<file path="src/rtl/div_iter.sv">
// Iterative radix-2 restoring divider (DIV/DIVU) for the EX stage.
// Normal op: busy for WIDTH+1 cycles, then a one-cycle done pulse; divide by zero finishes in 2 cycles.
module div_iter #(
  parameter int WIDTH = 32
) (
  input  logic             clk,
  input  logic             rst,
  input  logic             start,
  input  logic             is_signed,
  input  logic [WIDTH-1:0] dividend,
  input  logic [WIDTH-1:0] divisor,
  input  logic             flush,
  output logic             busy,
  output logic             done,
  output logic [WIDTH-1:0] quotient,
  output logic [WIDTH-1:0] remainder,
  output logic             div_by_zero
);

  localparam int CW = (WIDTH > 1) ? $clog2(WIDTH) : 1;

  typedef enum logic [1:0] {S_IDLE, S_CALC, S_FIX, S_DONE} state_t;

  state_t           r_state;
  logic [CW-1:0]    r_cnt;
  logic [WIDTH-1:0] r_rem;
  logic [WIDTH-1:0] r_quo;
  logic [WIDTH-1:0] r_dvs;
  logic             r_qneg;
  logic             r_rneg;
  logic             r_dz;
  logic             r_busy;
  logic             r_done;
  logic [WIDTH-1:0] r_quotient;
  logic [WIDTH-1:0] r_remainder;
  logic             r_div_by_zero;

  logic             w_dvd_neg;
  logic             w_dvs_neg;
  logic [WIDTH-1:0] w_dvd_mag;
  logic [WIDTH-1:0] w_dvs_mag;
  logic [WIDTH:0]   w_shift;
  logic [WIDTH+1:0] w_diff;
  logic             w_ge;

  assign w_dvd_neg = is_signed & dividend[WIDTH-1];
  assign w_dvs_neg = is_signed & divisor[WIDTH-1];
  assign w_dvd_mag = w_dvd_neg ? (~dividend + 1'b1) : dividend;
  assign w_dvs_mag = w_dvs_neg ? (~divisor + 1'b1) : divisor;

  // Top bit of the diff is the borrow: set means the trial subtract went negative, so restore.
  assign w_shift = {r_rem, r_quo[WIDTH-1]};
  assign w_diff  = {1'b0, w_shift} - {2'b00, r_dvs};
  assign w_ge    = ~w_diff[WIDTH+1];

  always_ff @(posedge clk or posedge rst) begin
    if (rst) begin
      r_state       <= S_IDLE;
      r_cnt         <= '0;
      r_rem         <= '0;
      r_quo         <= '0;
      r_dvs         <= '0;
      r_qneg        <= 1'b0;
      r_rneg        <= 1'b0;
      r_dz          <= 1'b0;
      r_busy        <= 1'b0;
      r_done        <= 1'b0;
      r_quotient    <= '0;
      r_remainder   <= '0;
      r_div_by_zero <= 1'b0;
    end else begin
      r_done <= 1'b0;
      if (flush) begin
        r_state <= S_IDLE;
        r_busy  <= 1'b0;
      end else begin
        case (r_state)
          S_IDLE, S_DONE: begin
            if (start) begin
              r_busy <= 1'b1;
              r_dvs  <= w_dvs_mag;
              r_cnt  <= CW'(WIDTH - 1);
              if (divisor == '0) begin
                // Skip the iterations; FIX then emits all-ones and the raw dividend.
                r_state <= S_FIX;
                r_dz    <= 1'b1;
                r_quo   <= '1;
                r_rem   <= dividend;
                r_qneg  <= 1'b0;
                r_rneg  <= 1'b0;
              end else begin
                r_state <= S_CALC;
                r_dz    <= 1'b0;
                r_quo   <= w_dvd_mag;
                r_rem   <= '0;
                r_qneg  <= w_dvd_neg ^ w_dvs_neg;
                r_rneg  <= w_dvd_neg;
              end
            end else begin
              r_state <= S_IDLE;
            end
          end
          S_CALC: begin
            r_rem <= w_ge ? w_diff[WIDTH-1:0] : w_shift[WIDTH-1:0];
            r_quo <= {r_quo[WIDTH-2:0], w_ge};
            if (r_cnt == '0) r_state <= S_FIX;
            else             r_cnt   <= r_cnt - CW'(1);
          end
          S_FIX: begin
            r_quotient    <= r_qneg ? (~r_quo + 1'b1) : r_quo;
            r_remainder   <= r_rneg ? (~r_rem + 1'b1) : r_rem;
            r_div_by_zero <= r_dz;
            r_busy        <= 1'b0;
            r_done        <= 1'b1;
            r_state       <= S_DONE;
          end
          default: begin
            r_state <= S_IDLE;
            r_busy  <= 1'b0;
          end
        endcase
      end
    end
  end

  assign busy        = r_busy;
  assign done        = r_done;
  assign quotient    = r_quotient;
  assign remainder   = r_remainder;
  assign div_by_zero = r_div_by_zero;

endmodule

</file>
<file path="config.mk">
export PLATFORM = sky130hd
export DESIGN_NAME = div_iter
export DESIGN_NICKNAME = d
export VERILOG_FILES = /design/src/rtl/div_iter.sv
export SDC_FILE = /design/constraint.sdc
export NUM_CORES = 1
export LEC_CHECK = 0
export ABC_CLOCK_PERIOD_IN_PS = 12300
export BUFFER_PORTS_ARGS = -buffer_cell sky130_fd_sc_hd__buf_2
export CAP_MARGIN = 20
export CORE_MARGIN = 2
export CORE_UTILIZATION = 32
export CTS_CLUSTER_DIAMETER = 40
export DETAILED_ROUTE_END_ITERATION = 10
export PLACE_DENSITY_LB_ADDON = 0.3
export SETUP_SLACK_MARGIN = 0.02
export SLEW_MARGIN = 20
export SYNTH_ARGS = -nofsm -noshare
export SYNTH_HDL_FRONTEND = slang
export SYNTH_SLANG_ARGS = --single-unit
</file>
<file path="constraint.sdc">
create_clock -name clk -period 12.3 [get_ports clk]
set_clock_uncertainty 0.2 [all_clocks]
set_input_delay 1.845 -clock clk [delete_from_list [all_inputs] [get_ports clk]]
set_output_delay 1.845 -clock clk [all_outputs]
set_load 0.02 [all_outputs]
</file>
==> results of run 1 <==
## critical path, cell delays in order
cell,delay [ns]
buf_2,0.11
inv_1,0.06
ha_1,0.16
or3b_2,0.51
nor4_4,0.40
and3b_1,0.27
nand3b_1,0.15
nor3_4,0.32
nor3b_2,0.89
a22o_1,0.25
a41o_1,0.09
or2_1,0.09
## through the flow
| step | total power, mW | instance area, µm² | worst slack (ns) | utilization | instances |
|---|---|---|---|---|---|
| floorplan | 2.76 | 11700 | 5.57 | - | 1414 |
| global placement | 3.38 | 12700 | 6.95 | 0.351 | 1948 |
| detailed placement | 3.40 | 12700 | 6.91 | 0.351 | 1948 |
| CTS | 3.96 | 13300 | 7.37 | 0.367 | 1979 |
| global route | 4.31 | 13300 | 7.07 | 0.368 | 1979 |
| finish | 3.94 | 13300 | 7.33 | 0.368 | 1982 |
## kinds of logic after synthesis
logic type	Yosys count	share of synthesized area
flip-flops	173	0.370
buffers and inverters	138	0.0455
adder cells (fa/ha/maj)	41	0.0445
AND/OR/NAND/NOR	418	0.175
multiplexers	25	0.0219
XOR/XNOR	140	0.105
AO/OA/AOI/OAI	479	0.238
## cells in the mapped netlist, drive strengths merged, types with 19 or more instances
cell type	count
or3	19
o31ai	22
nor3	21
o21ai	201
inv	63
nor2	70
xor2	82
dfrtp	173
mux2i	20
nand2b	20
xnor2	58
ha	40
nand2	204
clkbuf	63
a21oi	146
## flip-flops by register name, summed over array words and instances (netlist names), 2 cells and up
register / count
r_rem: 32
remainder: 32
r_state: 2
r_quo: 32
r_cnt: 5
r_dvs: 32
quotient: 32
## power breakdown
part / internal, mW / total (mW) / switching [mW]
Sequential: 0.816 / 1.14 / 0.326
Clock: 0.311 / 0.554 / 0.243
Combinational: 0.890 / 2.25 / 1.36
Total: 2.02 / 3.94 / 1.93
## per-layer routing
layer | routed length (µm) | GRT usage | vias up
met2 | 15200 | 0.290 | 223
met1 | 16900 | 0.258 | 4815
met5 | 13 | 0 | -
met3 | 1540 | 0.0316 | 49
met4 | 799 | 0.0597 | 2
li1 | - | - | 5171
## path summary, 6_finish.rpt
check	startpoint	endpoint	slack (ns)	cells past startpoint
hold / removal	div_by_zero	div_by_zero	0.27	2
hold reg to reg	div_by_zero	div_by_zero	0.27	2
max in group asynchronous	rst	quotient[20]	9.22	3
min in group asynchronous	rst	remainder[2]	1.34	2
setup / recovery	divisor[0]	r_rem[30]	7.33	12
setup reg to reg	r_quo[31]	r_rem[30]	8.09	12
## layout make-up
type / instances / area [µm²] / area share
Timing Repair Buffer: 141 / 721 / 0.0540
Clock inverter: 12 / 139 / 0.0104
Antenna cell: 3 / 7.51 / 0.000563
Sequential cell: 173 / 4330 / 0.325
Inverter: 63 / 244 / 0.0183
Multi-Input combinational cell: 1103 / 6860 / 0.514
Tap cell: 468 / 586 / 0.0439
Clock buffer: 19 / 453 / 0.0339
## cell usage in the layout (no fill, tap or decap), types with 4 or more instances in the layout
| cell type | netlist | routed |
|---|---|---|
| mux2i_1 | 20 | 20 |
| ha_1 | 40 | 39 |
| dfrtp_1 | 173 | 172 |
| o21ai_0 | 188 | 188 |
| nand3_1 | 10 | 10 |
| a211oi_1 | 9 | 8 |
| mux2_2 | 5 | 5 |
| o21ai_1 | 12 | 11 |
| nor3_1 | 20 | 20 |
| o21a_1 | 10 | 10 |
| nand2_1 | 204 | 204 |
| inv_1 | 63 | 62 |
| o41ai_1 | 16 | 16 |
| buf_2 | 8 | 135 |
| o31ai_1 | 22 | 22 |
| nor3b_1 | 4 | 4 |
| nor4_1 | 9 | 9 |
| a21oi_1 | 146 | 146 |
| or3_1 | 18 | 16 |
| nand2b_1 | 18 | 17 |
| nor2_1 | 69 | 69 |
| nor2b_1 | 10 | 10 |
| or2_2 | 8 | 8 |
| or4_1 | 9 | 9 |
| xnor2_1 | 58 | 58 |
| nand4_1 | 4 | 4 |
| a22oi_1 | 16 | 16 |
| xor2_1 | 82 | 82 |
| a21o_1 | 6 | 6 |
| and2_1 | 5 | 5 |
| and3_1 | 5 | 5 |
| a31oi_1 | 17 | 17 |
| buf_4 | 1 | 6 |
| clkbuf_16 | 0 | 17 |
| o211ai_1 | 6 | 6 |
==> results.py, run 1 <==
metrics = {
    "outcome": {
        "outcome": "finished clean",
    },
    "route": {
        "drt-wirelength-per-cell_um": 17.4,
        "ant_nets": 0,
        "number_of_detailed_routing_iterations_run_before_antenna_repair": 5,
        "detail_route.wirelength_um": 34500,
        "routed_via_count_divided_by_cell_count": 5.18,
        "total_via_count_after_detailed_routing": 10300,
        "post-route-drc-count": 0,
        "drtIter0Drc": 671,
    },
    "synth": {
        "netlist_area_um2": 11700,
        "avgSynthCellArea_um2": 8.27,
        "synth-main-ff-cell": "dfrtp_1",
        "asyncSetResetFlopFracSynth": 1.00,
        "synthesis.instances": 1414,
        "synth_fp_nets": 1524,
        "synth.lib_cells_used.distinct": 71,
        "synth_seq_cells": 173,
        "synth_seq_area_share": 0.370,
        "synth_area_leader_cell": "dfrtp_1",
        "synth-edff-count": 0,
        "synth_warnings": 0,
        "synth.top_cell.area_share": 0.370,
        "yosys-top-cells-area": "dfrtp_1, o21ai_0, nand2_1",
    },
    "clock_network": {
        "hold_buffers": 0,
        "clkSinkCount": 173,
        "htreeDepth": 4,
        "clock_tree_from_tritoncts": "built",
        "number_of_buffers_added_by_the_clock_tree_synthesis_step": 17,
        "clkTransAtPathRegs_ns": 0.07,
        "clk_latency_ns": 0.44,
        "cts_setup_buffers": 0,
        "cts_root_buf": "clkbuf_16",
        "cts-root-to-sink-buffers": 2,
        "ctsResizeCount": 0,
    },
    "worst_hold_path": {
        "holdCritPathClass": "flip-flop to flip-flop",
    },
    "worst_setup_path": {
        "required_ns": 12.48,
        "critPathMaxFanout": 15,
        "crit_type": "primary input to flip-flop",
        "crit_arrival_ns": 5.15,
        "cp-end-kind": "flip-flop",
        "setup.worst_path.start_class": "primary input",
    },
    "floorplan": {
        "boundaryPins": 136,
        "chipHeight_um": 195,
        "core_region_area_um2": 36300,
        "effective_utilization_at_floorplan": 0.322,
        "die-area_um2": 38100,
        "die_w_um": 195,
        "row_count": 70,
    },
    "sta": {
        "finalCriticalPeriod_ns": 4.97,
        "timing_hold_violations_final": 0,
        "achievable-frequency_mhz": 201,
        "hold-worst-slack_ns": 0.269,
        "max_slew_margin": 0.322,
        "timing.final.max_slew_violations": 0,
        "timing.setup.tns_ns": 0,
        "unrepaired_setup_endpoints_after_global_routing": "no",
        "finalSetupViolations": 0,
        "post-route-period-util": 0.404,
        "worstMarginPinSlew_ns": 1.01,
    },
    "placed_design": {
        "place_congestion": 0.857,
        "post_dp_hpwl_um": 26200,
        "port_buffers": 135,
    },
    "grt": {
        "grt_pass1_wl_um": 55900,
        "grt_antenna_before_repair": 2,
        "globalRouteTotalUtil": 0.184,
        "first_global_vias": 10100,
        "grt_max_degree": 111,
        "globalRouteOverflowTotal": 0,
    },
    "power": {
        "leakagePower_nw": 5.86,
        "irDropWorstVdd_mv": 0.123,
        "power-per-cell-area_nw_per_um2": 295,
    },
    "cells_and_area": {
        "final_nets": 1609,
        "area_growth_pct": 14.1,
        "drive_above_1_share": 0.140,
        "fill_cell_instance_count_of_the_final_layout": 3837,
    },
    "run": {
        "drv.max_cap_violation_count": 0,
    },
}
Note: power is estimated with default switching activity, not from simulation.
==> inputs of run 2 (changes only) <==
--- a/config.mk
+++ b/config.mk
@@ -5,7 +5,7 @@
 export SDC_FILE = /design/constraint.sdc
 export NUM_CORES = 1
 export LEC_CHECK = 0
-export ABC_CLOCK_PERIOD_IN_PS = 12300
+export ABC_CLOCK_PERIOD_IN_PS = 4500
 export BUFFER_PORTS_ARGS = -buffer_cell sky130_fd_sc_hd__buf_2
 export CAP_MARGIN = 20
 export CORE_MARGIN = 2
==> constraint.sdc (replaced) <==
create_clock -name clk -period 4.5 [get_ports clk]
set_clock_uncertainty 0.2 [all_clocks]
set_input_delay 0.675 -clock clk [delete_from_list [all_inputs] [get_ports clk]]
set_output_delay 0.675 -clock clk [all_outputs]
set_load 0.02 [all_outputs]
==> run 2 against run 1 <==
Net effect: clock power rose to 2.9 times the previous value; non-clock buffer count up 30; worst setup slack worse by 6.7 ns; combinational power rose to 2.9 times the previous value; critical path depth up 1; flip-flop and latch count unchanged; register-to-register slack worse by 7.5 ns; count of clock-buffer cells in the layout down 1; die area unchanged; utilization up 0.73 points; total power rose to 2.8 times the previous value; hold slack worse by 0.049 ns; critical path type is now flip-flop to flip-flop; largest cell class unchanged; highest routed layer unchanged.
==> results.py, run 2 (same netlist as run 1, synthesis figures left out) <==
metrics = {
    "sta": {
        "post-route-period-util": 0.865,
        "finalCriticalPeriod_ns": 3.89,
        "timing.setup.tns_ns": 0,
        "unrepaired_setup_endpoints_after_global_routing": "no",
        "timing.final.max_slew_violations": 0,
        "worstMarginPinSlew_ns": 1.03,
        "finalSetupViolations": 0,
        "hold-worst-slack_ns": 0.220,
        "timing_hold_violations_final": 0,
        "max_slew_margin": 0.315,
        "achievable-frequency_mhz": 257,
        "setup_ws_ns": 0.606,
    },
    "cells_and_area": {
        "most_frequent_standard_cell_in_the_layout_excluding_fill_and_tap_cells": "nand2_1",
        "area_growth_pct": 16.4,
        "final_util": 0.375,
        "final_nets": 1639,
        "drive_above_1_share": 0.155,
        "layout.cells.most_common_list": "nand2_1, o21ai_0, dfrtp_1, a21oi_1, buf_2",
        "fill_cell_instance_count_of_the_final_layout": 3825,
    },
    "worst_setup_path": {
        "crit_path_frequent_cell": "o41ai_1",
        "crit_arrival_ns": 4.03,
        "critical-path-max-stage-delay_ns": 0.61,
        "crit_type": "flip-flop to flip-flop",
        "cp_top_family": "compound AO/OA/AOI/OAI gates",
        "cp-end-kind": "flip-flop",
        "setup.worst_path.start_class": "flip-flop",
        "critPathMaxFanout": 3,
        "timing.critical_path.slowest_stage_cell": "a2111oi_0",
        "required_ns": 4.64,
        "critical_path_buf_inv_count": 2,
        "crit_chain": "inv_1, ha_1, fa_1, nand2b_1, a21oi_1, a2111oi_0, buf_4, o21ai_0, a211oi_1, nor2_1, o41ai_1, o41ai_1, or2_1",
    },
    "route": {
        "ant_nets": 0,
        "drtIter0Drc": 914,
        "routed_via_count_divided_by_cell_count": 5.21,
        "detail_route.wirelength_um": 34900,
        "total_via_count_after_detailed_routing": 10500,
        "drt-wirelength-per-cell_um": 17.3,
        "post-route-drc-count": 0,
        "number_of_detailed_routing_iterations_run_before_antenna_repair": 5,
    },
    "grt": {
        "globalRouteTotalUtil": 0.185,
        "use_met1": 0.254,
        "busiest_layer": "met2",
        "grt_max_degree": 131,
        "globalRouteMet3Util": 0.0344,
        "globalRouteOverflowTotal": 0,
        "globalRouteMet2Util": 0.295,
        "first_global_vias": 10200,
        "grt_pass1_wl_um": 55900,
        "grt_antenna_before_repair": 3,
    },
    "power": {
        "power-per-cell-area_nw_per_um2": 813,
        "power.switching_mw": 5.35,
        "internal-power_mw": 5.72,
        "finalPower_mw": 11.1,
        "irDropWorstVdd_mv": 0.325,
        "seq_power_share": 0.267,
        "power_frac_clock": 0.142,
        "leakagePower_nw": 6.02,
        "power_frac_comb": 0.591,
        "switch_share": 0.483,
    },
    "clock_network": {
        "clkSinkCount": 173,
        "cts_root_buf": "clkbuf_16",
        "clk_latency_ns": 0.45,
        "clock_tree_from_tritoncts": "built",
        "cts_setup_buffers": 0,
        "clkTransAtPathRegs_ns": 0.07,
        "htreeDepth": 4,
        "cts-root-to-sink-buffers": 2,
        "hold_buffers": 0,
        "ctsResizeCount": 0,
        "number_of_buffers_added_by_the_clock_tree_synthesis_step": 17,
    },
    "floorplan": {
        "die-area_um2": 38100,
        "chipHeight_um": 195,
        "boundaryPins": 136,
        "core_region_area_um2": 36300,
        "row_count": 70,
        "die_w_um": 195,
        "effective_utilization_at_floorplan": 0.322,
    },
    "worst_hold_path": {
        "holdCritPathClass": "primary input to asynchronous set/reset pin",
    },
    "placed_design": {
        "place_congestion": 0.911,
        "post_dp_hpwl_um": 26800,
        "post-place-ws_ns": 0.688,
        "port_buffers": 135,
    },
    "run": {
        "drv.max_cap_violation_count": 0,
    },
    "outcome": {
        "outcome": "finished clean",
    },
}
## run 2: worst min-delay path, delay by kind of cell
kind	cells	cell delay, ns
buffers and inverters	3	0.68
## run 2: routing by layer
layer | routed length (µm) | part of all wire
met1 | 16800 | 0.48
met2 | 15700 | 0.45
met5 | 13 | 0.00037
met3 | 1620 | 0.047
met4 | 758 | 0.022
## run 2: final timing paths
kind | slack (ns) | cells past startpoint | from | end
worst max-delay path | 0.61 | 13 | r_quo[31] | r_rem[30]
worst max register to register | 0.61 | 13 | r_quo[31] | r_rem[30]
min in group clk | 0.27 | 2 | remainder[7] | remainder[7]
worst min-delay path | 0.22 | 3 | rst | remainder[10]
worst min register to register | 0.27 | 2 | remainder[7] | remainder[7]
max in group asynchronous | 3.27 | 3 | rst | r_quo[24]
## run 2: layout make-up
cell class / count / area [µm²] / area share
clock buffers: 18 / 429 / 0.0315
repair buffers: 171 / 971 / 0.0714
flip-flops and latches: 173 / 4330 / 0.318
clock inverters: 14 / 181 / 0.0133
diodes: 4 / 10.0 / 0.000736
well taps: 468 / 586 / 0.0430
inverters: 63 / 240 / 0.0177
multi-input cells: 1103 / 6860 / 0.504
## run 2: power groups by stage
| stage | Clock, mW | Combinational, mW | Sequential, mW |
|---|---|---|---|
| after floorplan | 0 | 4.47 | 3.07 |
| after global placement | 0 | 6.42 | 2.95 |
| after detailed placement | 0 | 6.49 | 2.98 |
| after CTS | 1.61 | 6.53 | 2.95 |
| after global routing | 1.67 | 7.27 | 3.06 |
| final | 1.58 | 6.54 | 2.95 |
## run 2: through the flow
step	cell area, µm²	instances
after floorplan	11700	1414
after global placement	13000	1978
after detailed placement	13000	1978
after CTS	13600	2010
after global routing	13600	2011
final	13600	2014
==> inputs of run 3 (changes only) <==
--- a/config.mk
+++ b/config.mk
@@ -9,7 +9,7 @@
 export BUFFER_PORTS_ARGS = -buffer_cell sky130_fd_sc_hd__buf_2
 export CAP_MARGIN = 20
 export CORE_MARGIN = 2
-export CORE_UTILIZATION = 32
+export CORE_UTILIZATION = 50
 export CTS_CLUSTER_DIAMETER = 40
 export DETAILED_ROUTE_END_ITERATION = 10
 export PLACE_DENSITY_LB_ADDON = 0.3
==> run 3 against run 2 <==
Net effect: cell area is 2.4% lower; largest cell class unchanged; hold slack worse by 0.017 ns; first-iteration DRC count is 13% higher; non-clock buffer count is 17 lower; total power decreased by 1.9%; count of clock-buffer cells in the layout is 1 lower; critical endpoint unchanged.
==> results.py, run 3 (same netlist as run 1, synthesis figures left out) <==
metrics = {
    "clock_network": {
        "cts_setup_buffers": 0,
        "htreeDepth": 4,
        "cts_root_buf": "clkbuf_16",
        "ctsResizeCount": 0,
        "hold_buffers": 0,
        "clk_latency_ns": 0.44,
        "number_of_buffers_added_by_the_clock_tree_synthesis_step": 17,
        "clkTransAtPathRegs_ns": 0.07,
        "clkSinkCount": 173,
        "clock_tree_from_tritoncts": "built",
        "cts-root-to-sink-buffers": 2,
    },
    "power": {
        "irDropWorstVdd_mv": 0.513,
        "leakagePower_nw": 5.95,
        "power-per-cell-area_nw_per_um2": 818,
    },
    "floorplan": {
        "effective_utilization_at_floorplan": 0.513,
        "boundaryPins": 136,
        "row_count": 55,
        "chipHeight_um": 157,
        "die_w_um": 157,
        "core_region_area_um2": 22800,
        "die-area_um2": 24600,
    },
    "placed_design": {
        "detailed_place.area_um2": 12700,
        "post_dp_hpwl_um": 23400,
        "place_congestion": 1.01,
        "port_buffers": 135,
    },
    "worst_setup_path": {
        "required_ns": 4.62,
        "crit_type": "flip-flop to flip-flop",
        "crit_arrival_ns": 3.85,
        "cp-end-kind": "flip-flop",
        "critPathMaxFanout": 3,
        "ff2ff_path_depth": 13,
        "setup.worst_path.start_class": "flip-flop",
    },
    "route": {
        "number_of_detailed_routing_iterations_run_before_antenna_repair": 5,
        "drt-wirelength-per-cell_um": 17.4,
        "drtIter0Drc": 1033,
        "total_via_count_after_detailed_routing": 10600,
        "post-route-drc-count": 0,
        "routed_via_count_divided_by_cell_count": 5.77,
        "detail_route.wirelength_um": 31900,
        "ant_nets": 0,
    },
    "grt": {
        "grt_antenna_before_repair": 4,
        "globalRouteOverflowTotal": 0,
        "globalRouteTotalUtil": 0.265,
        "grt_max_degree": 131,
        "grt_pass1_wl_um": 51800,
        "first_global_vias": 10000,
    },
    "sta": {
        "timing.final.max_slew_violations": 0,
        "worstMarginPinSlew_ns": 1.02,
        "timing.setup.tns_ns": 0,
        "achievable-frequency_mhz": 268,
        "unrepaired_setup_endpoints_after_global_routing": "no",
        "finalCriticalPeriod_ns": 3.73,
        "post-route-period-util": 0.829,
        "max_slew_margin": 0.321,
        "finalSetupViolations": 0,
        "timing_hold_violations_final": 0,
        "hold-worst-slack_ns": 0.203,
    },
    "cells_and_area": {
        "layout.cells.most_common_list": "nand2_1, o21ai_0, dfrtp_1, a21oi_1, buf_2",
        "area_growth_pct": 13.6,
        "most_frequent_standard_cell_in_the_layout_excluding_fill_and_tap_cells": "nand2_1",
        "design_area_um2": 13300,
        "final_nets": 1622,
        "drive_above_1_share": 0.146,
    },
    "run": {
        "drv.max_cap_violation_count": 0,
    },
    "worst_hold_path": {
        "holdCritPathClass": "primary input to asynchronous set/reset pin",
    },
    "outcome": {
        "outcome": "finished clean",
    },
}
-- run 3: cell types whose count changed in the layout (fill, tap and decap cells not counted), sizes merged --
cell      before  now
clkinv         2    4
buf          171  154
clkbuf        18   17
inv           67   68
diode          4    3
clkinvlp       5    3
-- run 3: path summary, 6_finish.rpt --
check                             start            to  slack, ns
min                                 rst  quotient[12]       0.20
max in group asynchronous           rst  remainder[8]       3.33
max reg2reg                   r_quo[31]     r_rem[30]       0.77
min reg2reg                quotient[13]  quotient[13]       0.27
min in group clk           quotient[13]  quotient[13]       0.27
max                           r_quo[31]     r_rem[30]       0.77
-- run 3: metal layers --
layer | routed length (µm) | track usage | share of wire | vias to the layer above
li1 | - | - | - | 5210
met1 | 14600 | 0.369 | 0.46 | 4976
met2 | 14300 | 0.408 | 0.45 | 381
met3 | 2360 | 0.0564 | 0.074 | 58
met4 | 705 | 0.0917 | 0.022 | 2
met5 | 13 | 0 | 0.00041 | -
-- run 3: stage by stage --
stage / std cells / util / power [mW] / worst slack [ns]
final: 1841 / 0.583 / 10.9 / 0.771
after global routing: 1838 / 0.583 / 11.8 / 0.582
after CTS: 1838 / 0.582 / 10.8 / 0.831
after detailed placement: 1806 / 0.556 / 9.20 / 0.696
after global placement: 1806 / 0.556 / 9.05 / 0.797
after floorplan: 1414 / - / 7.54 / 1.24
-- run 3: final cells by class --
| cell class | instances | area [µm²] |
|---|---|---|
| diodes | 3 | 7.51 |
| clock buffers | 17 | 425 |
| clock inverters | 15 | 181 |
| fillers | 2078 | 9500 |
| inverters | 63 | 240 |
| multi-input cells | 1103 | 6860 |
| flip-flops and latches | 173 | 4330 |
| well taps | 313 | 392 |
| repair buffers | 154 | 843 |
-- run 3: worst max-delay path: stages, from the launching register on --
cell       delay, ns
dfrtp_1         0.38
inv_1           0.15
ha_1            0.21
fa_1            0.19
nand2b_1        0.17
a21oi_1         0.11
a2111oi_0       0.53
buf_4           0.21
o21ai_0         0.16
a211oi_1        0.38
nor2_1          0.13
o41ai_1         0.47
o41ai_1         0.10
or2_1           0.22
-- run 3: report_power, final --
part	switching [mW]	internal [mW]
combinational	3.77	2.49
sequential	0.804	2.23
clock	0.685	0.883
